$ cat src/rtl/uart_pkg.sv
`default_nettype none
// +--------------------------------------------------------------------------+
// | Package    : uart_pkg                                                    |
// | Description: Definitions shared by the UART receiver and the downstream  |
// |              $xx / #xx command parser: receiver FSM state encoding,      |
// |              default clock / baud constants and ASCII command bytes.     |
// | Revision   : 1.0 - initial release                                       |
// +--------------------------------------------------------------------------+
package uart_pkg;

  // Default system clock and line rate.
  localparam int DEF_CLK_FREQ = 25_000_000;
  localparam int DEF_BAUD     = 115_200;

  // ASCII command leaders understood by the command parser.
  localparam logic [7:0] CMD_TX_COUNT = 8'h24;  // '$'
  localparam logic [7:0] CMD_REG_DATA = 8'h23;  // '#'

  // Receiver FSM states. PARITY is only reachable in the parity build.
  typedef enum logic [2:0] {
    IDLE   = 3'd0,
    START  = 3'd1,
    DATA   = 3'd2,
    PARITY = 3'd3,
    STOP   = 3'd4
  } uart_state_t;

endpackage
`default_nettype wire

$ cat src/rtl/uart_rx_sync.sv
`default_nettype none
// +--------------------------------------------------------------------------+
// | Module     : uart_rx_sync                                                |
// | Description: Two-flop synchroniser for the raw serial line followed by a |
// |              third flop for falling-edge detection. All flops reset to   |
// |              the idle-high level so reset release never fakes an edge.   |
// | Ports      : clk      - system clock                                     |
// |              rst      - asynchronous reset, active low                   |
// |              uart_rxd - raw serial input, asynchronous to clk            |
// |              rxd_s    - synchronised line level                          |
// |              rxd_fall - one-cycle pulse on a synchronised 1->0 edge      |
// | Revision   : 1.0 - initial release                                       |
// +--------------------------------------------------------------------------+
module uart_rx_sync (
  input  logic clk,
  input  logic rst,
  input  logic uart_rxd,
  output logic rxd_s,
  output logic rxd_fall
);

  logic r_meta;
  logic r_sync;
  logic r_prev;

  always_ff @(posedge clk or negedge rst) begin
    if (!rst) begin
      r_meta <= 1'b1;
      r_sync <= 1'b1;
      r_prev <= 1'b1;
    end else begin
      r_meta <= uart_rxd;
      r_sync <= r_meta;
      r_prev <= r_sync;
    end
  end

  assign rxd_s    = r_sync;
  assign rxd_fall = r_prev & ~r_sync;

endmodule
`default_nettype wire

$ cat src/rtl/uart_rx.sv
`default_nettype none
// +--------------------------------------------------------------------------+
// | Module     : uart_rx                                                     |
// | Description: 8N1 asynchronous serial receiver. Emits one single-cycle    |
// |              from_uart_valid strobe per good frame; a bad stop bit       |
// |              gives a single-cycle frame_err instead. No buffering.       |
// |              Define UART_RX_PARITY_EN to add an even-parity bit between  |
// |              the data bits and the stop bit (8E1).                       |
// | Ports      : clk             - system clock, rising edge                 |
// |              rst             - asynchronous reset, active low            |
// |              uart_rxd        - raw serial line, idle high                |
// |              from_uart_valid - one-cycle good-byte strobe                |
// |              from_uart_data  - last good byte                            |
// |              frame_err       - one-cycle framing / parity error strobe   |
// |              busy            - FSM is not in IDLE                        |
// | Revision   : 1.0 - initial release                                       |
// +--------------------------------------------------------------------------+
module uart_rx
  import uart_pkg::*;
#(
  parameter int CLK_FREQ     = DEF_CLK_FREQ,
  parameter int BAUD         = DEF_BAUD,
  parameter int CLKS_PER_BIT = CLK_FREQ / BAUD
) (
  input  logic       clk,
  input  logic       rst,
  input  logic       uart_rxd,
  output logic       from_uart_valid,
  output logic [7:0] from_uart_data,
  output logic       frame_err,
  output logic       busy
);

  localparam int c_CNT_W = $clog2(CLKS_PER_BIT);
  localparam logic [c_CNT_W-1:0] c_HALF_M1 = c_CNT_W'(CLKS_PER_BIT / 2 - 1);
  localparam logic [c_CNT_W-1:0] c_FULL_M1 = c_CNT_W'(CLKS_PER_BIT - 1);

  // Mid-bit sampling needs a meaningful half period.
  generate
    if (CLKS_PER_BIT < 8) begin : g_bad_clks_per_bit
      $error("uart_rx: CLKS_PER_BIT must be at least 8");
    end
  endgenerate

  // ---------------------------------------------------------------------
  // Line synchroniser and start-edge detector
  // ---------------------------------------------------------------------
  logic w_rxd_s;
  logic w_rxd_fall;

  uart_rx_sync u_sync (
    .clk      (clk),
    .rst      (rst),
    .uart_rxd (uart_rxd),
    .rxd_s    (w_rxd_s),
    .rxd_fall (w_rxd_fall)
  );

  // ---------------------------------------------------------------------
  // State and datapath registers
  // ---------------------------------------------------------------------
  uart_state_t        r_state;
  uart_state_t        w_state_nxt;
  logic [c_CNT_W-1:0] r_cnt;
  logic [c_CNT_W-1:0] w_cnt_nxt;
  logic [2:0]         r_bit_idx;
  logic [2:0]         w_bit_idx_nxt;
  logic [7:0]         r_shreg;
  logic [7:0]         w_shreg_nxt;
  logic               r_valid;
  logic               w_valid_nxt;
  logic [7:0]         r_data;
  logic [7:0]         w_data_nxt;
  logic               r_err;
  logic               w_err_nxt;
  logic               w_frame_ok;

  wire w_tick_half = (r_cnt == c_HALF_M1);
  wire w_tick_full = (r_cnt == c_FULL_M1);

`ifdef UART_RX_PARITY_EN
  logic r_par_err;
  logic w_par_err_nxt;

  // Stop must be high and the received parity must have been even.
  assign w_frame_ok = w_rxd_s & ~r_par_err;
`else
  assign w_frame_ok = w_rxd_s;
`endif

  // State register (process 1 of 3)
  always_ff @(posedge clk or negedge rst) begin
    if (!rst) begin
      r_state   <= IDLE;
      r_cnt     <= '0;
      r_bit_idx <= 3'd0;
      r_shreg   <= 8'h00;
      r_valid   <= 1'b0;
      r_data    <= 8'h00;
      r_err     <= 1'b0;
`ifdef UART_RX_PARITY_EN
      r_par_err <= 1'b0;
`endif
    end else begin
      r_state   <= w_state_nxt;
      r_cnt     <= w_cnt_nxt;
      r_bit_idx <= w_bit_idx_nxt;
      r_shreg   <= w_shreg_nxt;
      r_valid   <= w_valid_nxt;
      r_data    <= w_data_nxt;
      r_err     <= w_err_nxt;
`ifdef UART_RX_PARITY_EN
      r_par_err <= w_par_err_nxt;
`endif
    end
  end

  // Next-state logic (process 2 of 3). The counter is cleared at every
  // sample point and held at zero in IDLE, so it never wraps.
  always_comb begin
    w_state_nxt   = r_state;
    w_cnt_nxt     = r_cnt + 1'b1;
    w_bit_idx_nxt = r_bit_idx;
    w_shreg_nxt   = r_shreg;
`ifdef UART_RX_PARITY_EN
    w_par_err_nxt = r_par_err;
`endif
    case (r_state)
      IDLE: begin
        w_cnt_nxt = '0;
        if (w_rxd_fall) begin
          w_state_nxt = START;
        end
      end
      START: begin
        if (w_tick_half) begin
          w_cnt_nxt     = '0;
          w_bit_idx_nxt = 3'd0;
          // A line already back high at mid-start was only a glitch.
          w_state_nxt   = w_rxd_s ? IDLE : DATA;
        end
      end
      DATA: begin
        if (w_tick_full) begin
          w_cnt_nxt     = '0;
          // LSB arrives first, so shift in from the top.
          w_shreg_nxt   = {w_rxd_s, r_shreg[7:1]};
          w_bit_idx_nxt = r_bit_idx + 3'd1;
          if (r_bit_idx == 3'd7) begin
`ifdef UART_RX_PARITY_EN
            w_state_nxt = PARITY;
`else
            w_state_nxt = STOP;
`endif
          end
        end
      end
`ifdef UART_RX_PARITY_EN
      PARITY: begin
        if (w_tick_full) begin
          w_cnt_nxt     = '0;
          // Even parity: data plus parity bit must hold an even count of ones.
          w_par_err_nxt = ^{r_shreg, w_rxd_s};
          w_state_nxt   = STOP;
        end
      end
`endif
      STOP: begin
        if (w_tick_full) begin
          w_cnt_nxt   = '0;
          // Leave at mid-stop so a start edge right after it is caught.
          w_state_nxt = IDLE;
        end
      end
      default: begin
        w_cnt_nxt   = '0;
        w_state_nxt = IDLE;
      end
    endcase
  end

  // Output logic (process 3 of 3). Valid and error are mutually exclusive
  // because they come from the two arms of one decision.
  always_comb begin
    w_valid_nxt = 1'b0;
    w_err_nxt   = 1'b0;
    w_data_nxt  = r_data;
    if (r_state == STOP && w_tick_full) begin
      if (w_frame_ok) begin
        w_valid_nxt = 1'b1;
        w_data_nxt  = r_shreg;
      end else begin
        w_err_nxt = 1'b1;
      end
    end
  end

  assign from_uart_valid = r_valid;
  assign from_uart_data  = r_data;
  assign frame_err       = r_err;
  assign busy            = (r_state != IDLE);

endmodule
`default_nettype wire

$ cat config.mk
export PLATFORM = sky130hd
export DESIGN_NAME = uart_rx
export DESIGN_NICKNAME = d
export VERILOG_FILES = /design/src/rtl/uart_pkg.sv /design/src/rtl/uart_rx_sync.sv /design/src/rtl/uart_rx.sv
export SDC_FILE = /design/constraint.sdc
export NUM_CORES = 1
export LEC_CHECK = 0
export ABC_AREA = 0
export CORE_ASPECT_RATIO = 1.2
export CORE_MARGIN = 10
export CORE_UTILIZATION = 56
export CTS_BUF_LIST = sky130_fd_sc_hd__clkbuf_16
export CTS_CLUSTER_DIAMETER = 50
export CTS_CLUSTER_SIZE = 12
export DETAILED_ROUTE_END_ITERATION = 16
export GPL_TIMING_DRIVEN = 1
export PLACE_DENSITY_LB_ADDON = 0.05
export SKIP_LAST_GASP = 1
export SYNTH_ARGS = -nofsm -noshare
export SYNTH_HDL_FRONTEND = slang
export SYNTH_SLANG_ARGS = --single-unit
$ cat constraint.sdc
create_clock -name clk -period 2.1 [get_ports clk]
set_input_delay 0.42 -clock clk [delete_from_list [all_inputs] [get_ports clk]]
set_output_delay 0.42 -clock clk [all_outputs]
set_load 0.05 [all_outputs]
==> summary.md, run 1 <==
| Metric | Value |
|---|---|
| Via-per-instance ratio | 5.562 |
| Worst skew pair latency | 0.27 ns |
| Post-CTS Repair Setup Buffers | 0 |
| Row count | 21 |
| Setup TNS | 0 ns |
| Starting DRC count in detailed routing | 41 |
| Die Height | 78.29 µm |
| DRC Markers | 0 |
| Die area | 5368 µm² |
| CP max FO | 9 |
| Slowest stage delay, CP | 0.42 ns |
| PnR worst setup slack | 0.1876 ns |
| Min Tclk post-route | 1.912 ns |
| 1st-pass router iterations | 4 |
| Critical path cell sequence | inv_1, ha_1, nand4b_1, nor2_4, and2_1, mux2_2 |
| R2R Path End | r_shreg[2]$_DFFE_PN0P_ |
| Met1 Resource Use GR | 13.47% |
| Sink Count | 35 |
| GR Util All Layers | 11.37% |
| Yosys Warn Count | 0 |
| Slew HR | 65.98% |
| Pins Over Slew Limit | 0 |
| Largest net degree at the start of global routing | 36 |
| RSZ-0062 raised after global routing | no |
| Core Box Area | 2759 µm² |
| Peak VDD IR | 0.0009071 V |
| Routed WL | 2.787 mm |
| Syn_nets | 133 |
| TritonCTS clock tree | built |
| Final clock skew | 0.005738 ns |
| Cell area after synthesis | 1585 µm² |
| CP Class | register to register |
| Clock tree root buffer cell | clkbuf_16 |
| Status | finished, final reports clean |
| Die width | 68.57 µm |
| Initial cell density of the core | 57.46% |
| Most common flop cell mapped by yosys | dfrtp_1 |
| Number of flops mapped to enable cells by yosys | 0 |
| Crit end category | register |
| Commonest cells after routing, fill and taps aside | dfrtp_1, mux2_2, nor2_1 |
| Dpl hpwl | 1.834 mm |
| Io pins | 14 |
| Synth Register Bits | 35 |
| Filler Cells Inserted | 203 |
| Hold path startpoint | u_sync.r_meta$_DFF_PN1_ |
| Async SR Flop Fraction | 100.0% |
| Final hold viol count | 0 |
| Mean Syn Cell Area | 12.58 µm² |
| Met3 usage | 5.256% |
| GR Util met2 | 18.48% |
| Critical Path Source Type | register |
| FF-to-FF Start | r_cnt[0]$_DFF_PN0_ |
| Area delta synth->final | 21.15% |
| Worst slew pin tran | 0.5087 ns |
| Cell Pwr Density | 1082 nW/µm² |
| Port Buffer Count | 13 |
| Path type of the worst min-delay path | register to register |
| Post_cts resized | 0 |
| Fmax | 0.5229 GHz |
| Crit path required time | 2.26 ns |
| Net count, final | 150 |
| CTS Hold Bufs | 0 |
| Worst Reg-to-Reg Cells | 6 |
| Global-route wire length before repair | 4.712 mm |
| Max Root-Sink Buffers | 2 |
| Period utilisation layout | 91.07% |
| Reg clk slew, reported paths | 0.05 ns |
| Final setup vio count | 0 |
| Initial antenna violation count | 0 |
| Clock buffer count from CTS | 5 |
| Gpl congestion | 0.7700 |
| Vias in the first global route | 972 |
| Static Leak | 0.8991 nW |
| WP data arrival | 2.07 ns |
| Slowest-stage cell, CP | dfrtp_1 |
| FF-to-FF setup slack | 0.19 ns |
| Commonest non-fill, non-tap cell in the layout | dfrtp_1 |
| Cells on Worst Hold Path | 0 |
| GRT overflow | 0 |
| Wire per inst | 15.66 µm |
| Dpl ws | 0.1851 ns |
| Mapped Cells | 126 |
| Netlist cell types | 39 |
| FF+latch area | 879.6 µm² |
| Htree depth | 2 |
| Layer with the highest usage | met2 |
| Worst Hold End | u_sync.rxd_s$_DFF_PN1_ |
| Multi-input gate area | 648.1 µm² |
| Layout cells sized above 1 | 24.31% |
| Via Count | 990 |
| Final ANT Viol Nets | 0 |
| # diodes | 0 |
| Share of the yosys chip area belonging to registers | 55.49% |
| Max-cap violations | 0 |
[synthesized netlist by cell type (2+ instances only)]
library cell / n / share of area, %
dfstp_2: 3 / 5.0
inv_1: 7 / 1.7
mux2_2: 17 / 12
xor2_1: 3 / 1.7
nand3_1: 3 / 0.95
ha_1: 4 / 3.2
dfrtp_1: 32 / 51
nand4b_1: 2 / 1.1
nor2_1: 13 / 3.1
nand2b_1: 3 / 1.2
mux2i_1: 2 / 1.3
nand2_1: 5 / 1.2
nor2b_1: 2 / 0.79
xnor2_1: 3 / 1.7
o21ai_0: 2 / 0.63
buf_6: 2 / 1.4
[per-stage QoR]
| step | cells | instance area [µm²] | hold slack, ns | utilization, % | power (mW) |
|---|---|---|---|---|---|
| 2_1_floorplan | 126 | 1585 | 0.1244 | - | 1.055 |
| 3_3_place_gp | 170 | 1732 | 0.3462 | 62.77 | 1.127 |
| 3_5_place_dp | 170 | 1732 | 0.3503 | 62.77 | 1.139 |
| 4_1_cts | 178 | 1921 | 0.3651 | 69.61 | 2.098 |
| 5_1_grt | 178 | 1921 | 0.3688 | 69.61 | 2.173 |
| 6_report | 178 | 1921 | 0.3623 | 69.61 | 2.078 |
[worst max path at each step]
stage	from	depth (start not counted)	endpoint
2_1_floorplan	r_state[2]$_DFFE_PN0P_	5	r_state[1]$_DFFE_PN0P_
3_3_place_gp	r_cnt[0]$_DFF_PN0_	6	r_shreg[0]$_DFFE_PN0P_
3_5_place_dp	r_cnt[0]$_DFF_PN0_	6	r_shreg[2]$_DFFE_PN0P_
4_1_cts	r_cnt[0]$_DFF_PN0_	6	r_shreg[2]$_DFFE_PN0P_
5_1_grt	r_cnt[0]$_DFF_PN0_	6	r_shreg[1]$_DFFE_PN0P_
6_report	r_cnt[0]$_DFF_PN0_	6	r_shreg[2]$_DFFE_PN0P_
[logic make-up (layout without fill, tap and decap cells)]
| family | count (synthesis) | after routing | share of synthesized area (%) |
|---|---|---|---|
| simple gates | 41 | 41 | 16.42 |
| compound gates | 9 | 9 | 3.947 |
| xor+xnor | 6 | 6 | 3.316 |
| mux | 20 | 20 | 14.05 |
| fa+ha+maj | 4 | 4 | 3.157 |
| buf+inv | 11 | 29 | 3.630 |
| flops | 35 | 35 | 55.49 |
[sequential cells by signal (all words and copies together), names as in the netlist]
signal,cells
u_sync.r_meta,1
r_shreg,8
r_bit_idx,3
r_cnt,8
from_uart_data,8
u_sync.r_prev,1
r_state,3
u_sync.rxd_s,1
from_uart_valid,1
frame_err,1
[per-layer routing]
metal | vias up | share of wire, %
met5 | - | 0
li1 | 465 | -
met3 | 0 | 6.6
met2 | 24 | 53
met4 | 0 | 0
met1 | 501 | 41
[power breakdown]
| part | switching, mW | total (mW) | internal (mW) | leakage (nW) |
|---|---|---|---|---|
| Sequential | 0.0779 | 0.798 | 0.720 | 0.473 |
| Combinational | 0.202 | 0.348 | 0.146 | 0.331 |
| Clock | 0.257 | 0.932 | 0.675 | 0.0952 |
[critical path: cells and delay by family, from the launching register on]
family	cells	cell delay, ns
flops	1	0.42
fa+ha+maj	1	0.14
buf+inv	1	0.08
simple gates	3	0.78
mux	1	0.38
[area by class of cell]
| class | count | share of cell area (%) |
|---|---|---|
| flip-flops and latches | 35 | 45.80 |
| clock inverters | 3 | 3.322 |
| multi-input cells | 80 | 33.75 |
| inverters | 7 | 1.368 |
| well taps | 34 | 2.215 |
| repair buffers | 14 | 7.036 |
| clock buffers | 5 | 6.515 |
(Power assumes the default switching activity.)
==> run 2: changes to the inputs <==
--- a/config.mk
+++ b/config.mk
@@ -15,6 +15,9 @@
 export DETAILED_ROUTE_END_ITERATION = 16
 export GPL_TIMING_DRIVEN = 1
 export PLACE_DENSITY_LB_ADDON = 0.05
+export RECOVER_POWER = 25
+export SETUP_SLACK_MARGIN = 0.4
+export SKIP_CTS_REPAIR_TIMING = 1
 export SKIP_LAST_GASP = 1
 export SYNTH_ARGS = -nofsm -noshare
 export SYNTH_HDL_FRONTEND = slang
==> run 2 against run 1 <==
Against the previous run: register-to-register slack better by 0.14 ns; critical endpoint is now r_shreg[1]$_DFFE_PN0P_; critical path depth unchanged; worst hold slack better by 0.0088 ns.
==> summary.md, run 2 (synthesis results as in run 1) <==
| Metric | Value |
|---|---|
| Status | finished, final reports clean |
| Initial antenna violation count | 0 (unchanged) |
| Final clock skew | 0.005745 ns (+0.000007270 ns) |
| Cells after DPL | 170 (unchanged) |
| TritonCTS clock tree | built |
| Clock tree root buffer cell | clkbuf_16 |
| Io pins | 14 (unchanged) |
| Max Root-Sink Buffers | 2 (unchanged) |
| 1st-pass router iterations | 4 (unchanged) |
| Net count, final | 162 (+8.0%) |
| Max-cap violations | 0 (unchanged) |
| Via Count | 1022 (+3.2%) |
| Core Box Area | 2759 µm² (unchanged) |
| Sink Count | 35 (unchanged) |
| Peak VDD IR | 0.0009369 V (+3.3%) |
| Path type of the worst min-delay path | register to register |
| Final ANT Viol Nets | 0 (unchanged) |
| Setup TNS | 0 ns (unchanged) |
| Routed WL | 3.061 mm (+9.8%) |
| Dpl ws | 0.1851 ns (unchanged) |
| Die width | 68.57 µm (unchanged) |
| Worst slew pin tran | 0.8237 ns (+0.3150 ns) |
| Gpl congestion | 0.7700 (unchanged) |
| Final setup vio count | 0 (unchanged) |
| CP Class | register to register |
| GRT overflow | 0 (unchanged) |
| Crit end category | register |
| Dpl hpwl | 1.834 mm (unchanged) |
| Initial cell density of the core | 57.46% (unchanged) |
| Period utilisation layout | 84.34% (-6.7 points) |
| Final hold viol count | 0 (unchanged) |
| Port Buffer Count | 13 (unchanged) |
| Largest net degree at the start of global routing | 36 (unchanged) |
| DRC Markers | 0 (unchanged) |
| Row count | 21 (unchanged) |
| Post-Layout Cell Count | 190 (+6.7%) |
| Via-per-instance ratio | 5.379 (-3.3%) |
| WP data arrival | 1.93 ns (-0.14 ns) |
| Cell Pwr Density | 1068 nW/µm² (-1.3%) |
| Worst skew pair latency | 0.27 ns (about the same) |
| Critical Path Source Type | register |
| Commonest non-fill, non-tap cell in the layout | dfrtp_1 |
| Htree depth | 2 (unchanged) |
| Wire per inst | 16.11 µm (+2.9%) |
| RSZ-0062 raised after global routing | yes |
| Commonest cells after routing, fill and taps aside | dfrtp_1, nor2_1, mux2_2, dlymetal6s2s_1, buf_4 |
| Die Height | 78.29 µm (unchanged) |
| # diodes | 0 (unchanged) |
| Filler Cells Inserted | 165 (-19%) |
| Area delta synth->final | 32.91% |
| Die area | 5368 µm² (unchanged) |
| Pins Over Slew Limit | 0 (unchanged) |
| CP max FO | 7 (-2) |
| Fmax | 0.5646 GHz (+8.0%) |
| Crit path required time | 2.26 ns (about the same) |
| Min Tclk post-route | 1.771 ns (-0.1413 ns) |
| Starting DRC count in detailed routing | 46 (+12%) |
| Slew HR | 45.08% (-21 points) |
| Clock buffer count from CTS | 5 (unchanged) |
| Vias in the first global route | 972 (unchanged) |
| Global-route wire length before repair | 4.712 mm (unchanged) |
| PnR worst setup slack | 0.3288 ns (+0.1413 ns) |
| Reg clk slew, reported paths | 0.06 ns (about the same) |
| GR Util All Layers | 11.37% (unchanged) |
| Static Leak | 1.158 nW (+29%) |
| Layout cells sized above 1 | 34.62% (+10 points) |
==> run 2: changes by cell type in the layout (fill, tap and decap cells not counted), sizes merged <==
cell / before / now
and2: 1 / 2
buf: 2 / 12
clkbuf: 5 / 6
clkdlybuf4s50: 12 / 0
dlygate4sd3: 0 / 2
dlymetal6s2s: 0 / 10
==> run 2: critical path, stage by stage, from the launching register on <==
cell      delay [ns]
dfrtp_1         0.41
inv_1           0.08
ha_2            0.15
nand4b_1        0.17
nor2_4          0.27
and2_4          0.25
mux2_2          0.34
==> run 2: final timing paths <==
check	startpoint	end	slack, ns	cells after the start
worst min register to register	u_sync.r_meta$_DFF_PN1_	u_sync.rxd_s$_DFF_PN1_	0.37	0
max in group asynchronous	rst	r_state[2]$_DFFE_PN0P_	0.77	2
worst min-delay path	u_sync.r_meta$_DFF_PN1_	u_sync.rxd_s$_DFF_PN1_	0.37	0
worst max register to register	r_cnt[0]$_DFF_PN0_	r_shreg[1]$_DFFE_PN0P_	0.33	6
worst max-delay path	r_cnt[0]$_DFF_PN0_	r_shreg[1]$_DFFE_PN0P_	0.33	6
min in group asynchronous	rst	r_state[0]$_DFFE_PN0P_	0.77	2
==> run 2: final cells by class <==
class                   instances  area (µm²)  share of cell area, %
repair buffers                 25       256.5                  12.17
clock inverters                 3       63.81                  3.029
flip-flops and latches         35       883.3                  41.92
clock buffers                   5       125.1                  5.938
inverters                       7       26.28                  1.247
multi-input cells              81       709.4                  33.67
well taps                      34       42.54                  2.019
==> run 2: report_power, final <==
group          switching, mW  total [mW]  internal, mW
logic                  0.278       0.548         0.271
registers             0.0449       0.768         0.723
clock network          0.259       0.934         0.675
==> run 2: per-stage QoR <==
stage	cell area [µm²]	power (mW)	hold slack (ns)	utilization, %
final	2107	2.250	0.3711	76.37
after global routing	2107	2.357	0.3766	76.37
after CTS	1921	2.098	0.3651	69.61
after detailed placement	1732	1.139	0.3503	62.77
after global placement	1732	1.127	0.3462	62.77
after floorplan	1585	1.055	0.1244	-
==> run 2: per-layer routing <==
layer / track usage, % / part of all wire (%)
met5: 0 / 0
met4: 1.815 / 0
met3: 5.256 / 5.0
met2: 18.48 / 52
met1: 13.47 / 43
